`src/rtl/riscv_mc_ctrl_if.sv`:
```
// riscv_mc_ctrl_if: control bundle between the multicycle main FSM and its datapath.
interface riscv_mc_ctrl_if;
  logic [6:0] op;
  logic       zero;
  logic       mem_ready;
  logic       pc_write;
  logic       ir_write;
  logic       adr_src;
  logic       mem_write;
  logic       reg_write;
  logic [1:0] result_src;
  logic [1:0] alu_src_a;
  logic [1:0] alu_src_b;
  logic [1:0] alu_op;
  logic       illegal_instr;
  logic [3:0] state;
  modport master (
    input  op, zero, mem_ready,
    output pc_write, ir_write, adr_src, mem_write, reg_write, result_src,
           alu_src_a, alu_src_b, alu_op, illegal_instr, state
  );
  modport slave (
    output op, zero, mem_ready,
    input  pc_write, ir_write, adr_src, mem_write, reg_write, result_src,
           alu_src_a, alu_src_b, alu_op, illegal_instr, state
  );
endinterface

```
`src/rtl/riscv_mc_ctrl_fsm.sv`:
```
// riscv_mc_ctrl_fsm: multicycle RISC-V main control FSM, Moore decode with mem_ready stall.
module riscv_mc_ctrl_fsm #(
  parameter bit MEM_WAIT_EN = 1'b1
) (
  input logic clk,
  input logic resetn,
  riscv_mc_ctrl_if.master bus
);
  localparam logic [6:0] OP_LW  = 7'b0000011;
  localparam logic [6:0] OP_SW  = 7'b0100011;
  localparam logic [6:0] OP_R   = 7'b0110011;
  localparam logic [6:0] OP_I   = 7'b0010011;
  localparam logic [6:0] OP_JAL = 7'b1101111;
  localparam logic [6:0] OP_BEQ = 7'b1100011;
  typedef enum logic [3:0] {
    FETCH, DECODE, MEMADR, MEMREAD, MEMWB, MEMWRITE,
    EXECR, ALUWB, EXECI, JAL, BEQ
  } state_t;
  state_t st, nxt;
  logic rdy, legal;
  always_comb begin
    rdy = MEM_WAIT_EN ? bus.mem_ready : 1'b1;
    legal = bus.op inside {OP_LW, OP_SW, OP_R, OP_I, OP_JAL, OP_BEQ};
    nxt = FETCH;
    case (st)
      FETCH:    nxt = rdy ? DECODE : FETCH;
      DECODE:   nxt = (bus.op == OP_LW || bus.op == OP_SW) ? MEMADR :
                      bus.op == OP_R   ? EXECR :
                      bus.op == OP_I   ? EXECI :
                      bus.op == OP_JAL ? JAL :
                      bus.op == OP_BEQ ? BEQ : FETCH;
      MEMADR:   nxt = bus.op == OP_LW ? MEMREAD : MEMWRITE;
      MEMREAD:  nxt = rdy ? MEMWB : MEMREAD;
      MEMWRITE: nxt = rdy ? FETCH : MEMWRITE;
      EXECR, EXECI, JAL: nxt = ALUWB;
      default:  nxt = FETCH;
    endcase
  end
  always_ff @(posedge clk)
    st <= !resetn ? FETCH : nxt;
  // Everything except the debug state is forced low while reset is held
  always_comb begin
    bus.state         = st;
    bus.pc_write      = resetn && ((st == FETCH && rdy) || st == JAL || (st == BEQ && bus.zero));
    bus.ir_write      = resetn && st == FETCH && rdy;
    bus.adr_src       = resetn && (st == MEMREAD || st == MEMWRITE);
    bus.mem_write     = resetn && st == MEMWRITE;
    bus.reg_write     = resetn && (st == MEMWB || st == ALUWB);
    bus.illegal_instr = resetn && st == DECODE && !legal;
    bus.result_src    = !resetn ? 2'b00 : st == FETCH ? 2'b10 : st == MEMWB ? 2'b01 : 2'b00;
    bus.alu_src_a     = !resetn ? 2'b00 :
                        (st == DECODE || st == JAL) ? 2'b01 :
                        (st == MEMADR || st == EXECR || st == EXECI || st == BEQ) ? 2'b10 : 2'b00;
    bus.alu_src_b     = !resetn ? 2'b00 :
                        (st == FETCH || st == JAL) ? 2'b10 :
                        (st == DECODE || st == MEMADR || st == EXECI) ? 2'b01 : 2'b00;
    bus.alu_op        = !resetn ? 2'b00 :
                        (st == EXECR || st == EXECI) ? 2'b10 : st == BEQ ? 2'b01 : 2'b00;
  end
endmodule

```
`src/flat_wrapper.sv`:
```
// flat-port wrapper written by rule: the top's interface ports become plain ports
module riscv_mc_ctrl_fsm_flat 
#(
  parameter bit MEM_WAIT_EN = 1'b1
)
  (clk, resetn, bus_op, bus_zero, bus_mem_ready, bus_pc_write, bus_ir_write, bus_adr_src, bus_mem_write, bus_reg_write, bus_result_src, bus_alu_src_a, bus_alu_src_b, bus_alu_op, bus_illegal_instr, bus_state);
  riscv_mc_ctrl_if bus_i ();
  input logic clk;
  input logic resetn;
  input wire logic [$bits(bus_i.op)-1:0] bus_op;
  input wire logic [$bits(bus_i.zero)-1:0] bus_zero;
  input wire logic [$bits(bus_i.mem_ready)-1:0] bus_mem_ready;
  output wire logic [$bits(bus_i.pc_write)-1:0] bus_pc_write;
  output wire logic [$bits(bus_i.ir_write)-1:0] bus_ir_write;
  output wire logic [$bits(bus_i.adr_src)-1:0] bus_adr_src;
  output wire logic [$bits(bus_i.mem_write)-1:0] bus_mem_write;
  output wire logic [$bits(bus_i.reg_write)-1:0] bus_reg_write;
  output wire logic [$bits(bus_i.result_src)-1:0] bus_result_src;
  output wire logic [$bits(bus_i.alu_src_a)-1:0] bus_alu_src_a;
  output wire logic [$bits(bus_i.alu_src_b)-1:0] bus_alu_src_b;
  output wire logic [$bits(bus_i.alu_op)-1:0] bus_alu_op;
  output wire logic [$bits(bus_i.illegal_instr)-1:0] bus_illegal_instr;
  output wire logic [$bits(bus_i.state)-1:0] bus_state;
  assign bus_i.op = bus_op;
  assign bus_i.zero = bus_zero;
  assign bus_i.mem_ready = bus_mem_ready;
  assign bus_pc_write = bus_i.pc_write;
  assign bus_ir_write = bus_i.ir_write;
  assign bus_adr_src = bus_i.adr_src;
  assign bus_mem_write = bus_i.mem_write;
  assign bus_reg_write = bus_i.reg_write;
  assign bus_result_src = bus_i.result_src;
  assign bus_alu_src_a = bus_i.alu_src_a;
  assign bus_alu_src_b = bus_i.alu_src_b;
  assign bus_alu_op = bus_i.alu_op;
  assign bus_illegal_instr = bus_i.illegal_instr;
  assign bus_state = bus_i.state;
  riscv_mc_ctrl_fsm #(.MEM_WAIT_EN(MEM_WAIT_EN)) u_core (.clk(clk), .resetn(resetn), .bus(bus_i));
endmodule
```
`config.mk`:
```
export PLATFORM = sky130hd
export DESIGN_NAME = riscv_mc_ctrl_fsm_flat
export DESIGN_NICKNAME = d
export VERILOG_FILES = /design/src/rtl/riscv_mc_ctrl_if.sv /design/src/rtl/riscv_mc_ctrl_fsm.sv /design/src/flat_wrapper.sv
export SDC_FILE = /design/constraint.sdc
export NUM_CORES = 1
export LEC_CHECK = 0
export ABC_CLOCK_PERIOD_IN_PS = 2100
export CORE_MARGIN = 3
export CORE_UTILIZATION = 38
export CTS_CLUSTER_DIAMETER = 40
export DETAILED_ROUTE_END_ITERATION = 10
export PLACE_DENSITY = 0.74
export SYNTH_ARGS = -nofsm -noshare
export SYNTH_HDL_FRONTEND = slang
export SYNTH_SLANG_ARGS = --single-unit
```
`constraint.sdc`:
```
create_clock -name clk -period 2.1 [get_ports clk]
set_input_delay 0.525 -clock clk [delete_from_list [all_inputs] [get_ports clk]]
set_output_delay 0.525 -clock clk [all_outputs]
set_load 0.03 [all_outputs]
```
==> impl_metrics.json <==
{
  "relSlewSlack_pct": 76.7,
  "antenna_left": 0,
  "die_area_um2": 1990,
  "cts_buffers": 3,
  "drv_slew": 0,
  "diodes": 0,
  "startpoint_type": "input pin",
  "clock-root-buffer": "clkbuf_4",
  "drt_iter0_markers": 4,
  "ys_types": 33,
  "antenna_found_initial": 0,
  "fp-row-count": 13,
  "placeableCoreArea_um2": 1350,
  "portBuffers": 28,
  "p_leak_nw": 0.440,
  "synth_seq_cells": 4,
  "placed_area_um2": 960,
  "cts.sinks": 4,
  "outcome": "finished, final reports clean",
  "clockBufferDepth": 2,
  "clk_pin_slew_ns": 0.04,
  "synth_area_um2": 567,
  "grt_first_pass_wirelength_um": 3090,
  "rsz0062_at_grt": "false",
  "fin_area_um2": 1010,
  "nNetsFinal": 146,
  "grt_max_degree": 14,
  "final_period_minus_worst_setup_slack_ns": 2.03,
  "power.density_nw_per_um2": 293,
  "power_uw": 296,
  "firstDrtPassIters": 3,
  "synth_ff_type": "dfxtp_1",
  "critPathRequiredTime_ns": 1.57,
  "gp_routability_congestion": 0.918,
  "synth_edf_count": 0,
  "hold_path.class": "reg2reg",
  "vias": 797,
  "io_pins": 29,
  "drc_errors": 0,
  "die_x_um": 44.6,
  "worstMarginPinSlew_ns": 0.346,
  "dp_hpwl_um": 1480,
  "cts_hold_buf": 0,
  "setup-tns-final_ns": 0,
  "cp.arrival_ns": 1.51,
  "cts_htree_levels": 1,
  "grt_pass1_vias": 761,
  "synthCells": 88,
  "ys_seq_area_share_pct": 14.1,
  "hold_violations": 0,
  "synth_fp_nets": 99,
  "end_kind": "output pin",
  "drt-wirelength-per-cell_um": 12.3,
  "worstSetupPathType": "in2out",
  "yosysWarningCount": 0,
  "peakVddDrop_mv": 0.460,
  "synth_largest_area_cell": "dfxtp_1",
  "syn_to_final_growth_pct": 78.1,
  "track_usage_pct": 20.3,
  "synth.avg_cell_area_um2": 6.44,
  "post-synth-top-count-cell": "nor2_1",
  "synth_top_area_share_pct": 14.1,
  "largest_register_ffs": 4,
  "fmaxAchievable_mhz": 492,
  "cts_tree": "built",
  "critPathMaxFanout": 4,
  "insertion_delay_ns": 0.23,
  "globalRouteOverflowTotal": 0,
  "drv_cap": 0,
  "vias_per_cell": 5.39,
  "synth_area_leaders": "dfxtp_1 14%, nor2_1 7.3%, o21ai_0 7.1%, nor2b_1 6.6%, nand2b_1 5.5%",
  "die_h_um": 44.6,
  "layout-drive-gt1-share_pct": 36.8,
  "period_share_pct": 96.8,
  "finalSetupViolCount": 0,
  "synth-async-reset-ratio_pct": 0,
  "initial_core_util_pct": 42.0,
  "fin_worst_skew_ns": 0.00272,
  "synthTopCellsByCount": "11 x nor2_1, 8 x nand2_1, 8 x o21ai_0, 6 x nor2b_1",
  "routed_wl_um": 1830
}
[what timing repair did]
action / CTS / global route
gates resized for setup: 12 / 6
setup buffers: 1 / 0
endpoints found under the setup margin: 9 / 3
pin swaps: 8 / 4
[routing by layer]
metal	vias up	track usage, %	wire length (um)
met5	-	0	0
met4	0	3.01	0
met3	0	5.69	118
met2	22	37.8	978
met1	366	22.9	729
li1	409	-	-
[worst max-delay path, stage by stage]
cell	delay (ns)
dlygate4sd2_1	0.31
nor2b_2	0.20
nand2_1	0.10
nor3_2	0.19
buf_4	0.18
[cells by family after synthesis]
logic type	share of synthesized area, %
buffers and inverters	5.30
AND/OR/NAND/NOR	51.7
XOR/XNOR	4.64
AO/OA/AOI/OAI	24.3
flip-flops	14.1
[cell usage in the layout (no fill, tap or decap), types with 2 or more instances in the layout]
cell type,instances
a21o_1,2
a21oi_1,4
a31oi_1,3
buf_4,32
clkbuf_4,3
clkdlybuf4s50_1,6
dfxtp_1,3
dlygate4sd2_1,7
nand2_1,8
nand2b_1,4
nand3_1,3
nand3b_1,3
nor2_1,10
nor2b_1,4
nor2b_2,2
nor3_1,2
o21ai_0,8
xor2_1,3
[power by group]
part | internal, mW | leakage (nW) | switching [mW]
clock network | 0.0639 | 0.0138 | 0.0308
logic | 0.0612 | 0.393 | 0.0583
registers | 0.0776 | 0.0331 | 0.00456
total | 0.203 | 0.440 | 0.0936
[final timing paths]
check	startpoint	end	slack (ns)	cells after the start
worst max-delay path	resetn	bus_reg_write	0.07	5
worst min register to register	u_core.bus.state[1]	u_core.bus.state[3]	0.75	3
worst max register to register	u_core.bus.state[2]	u_core.bus.state[0]	0.43	4
worst min-delay path	u_core.bus.state[1]	u_core.bus.state[3]	0.75	3
[final cells by class]
| class | count | area (um2) |
|---|---|---|
| multi-input combinational | 78 | 503 |
| fill | 121 | 340 |
| sequential | 4 | 83.8 |
| timing repair buffer | 47 | 378 |
| tap | 15 | 18.8 |
| clock buffer | 3 | 22.5 |
| inverter | 1 | 3.75 |
[metrics by stage]
stage	hold WS (ns)	util (%)	cells	setup WS, ns
finish	0.746	74.8	148	0.0666
global route	0.813	74.8	148	0.0147
CTS	0.772	73.5	148	0.0195
detailed placement	0.764	71.1	144	-0.339
global placement	0.749	71.1	144	-0.301
floorplan	0.685	-	88	-0.176
Note: power is estimated with default switching activity, not from simulation.
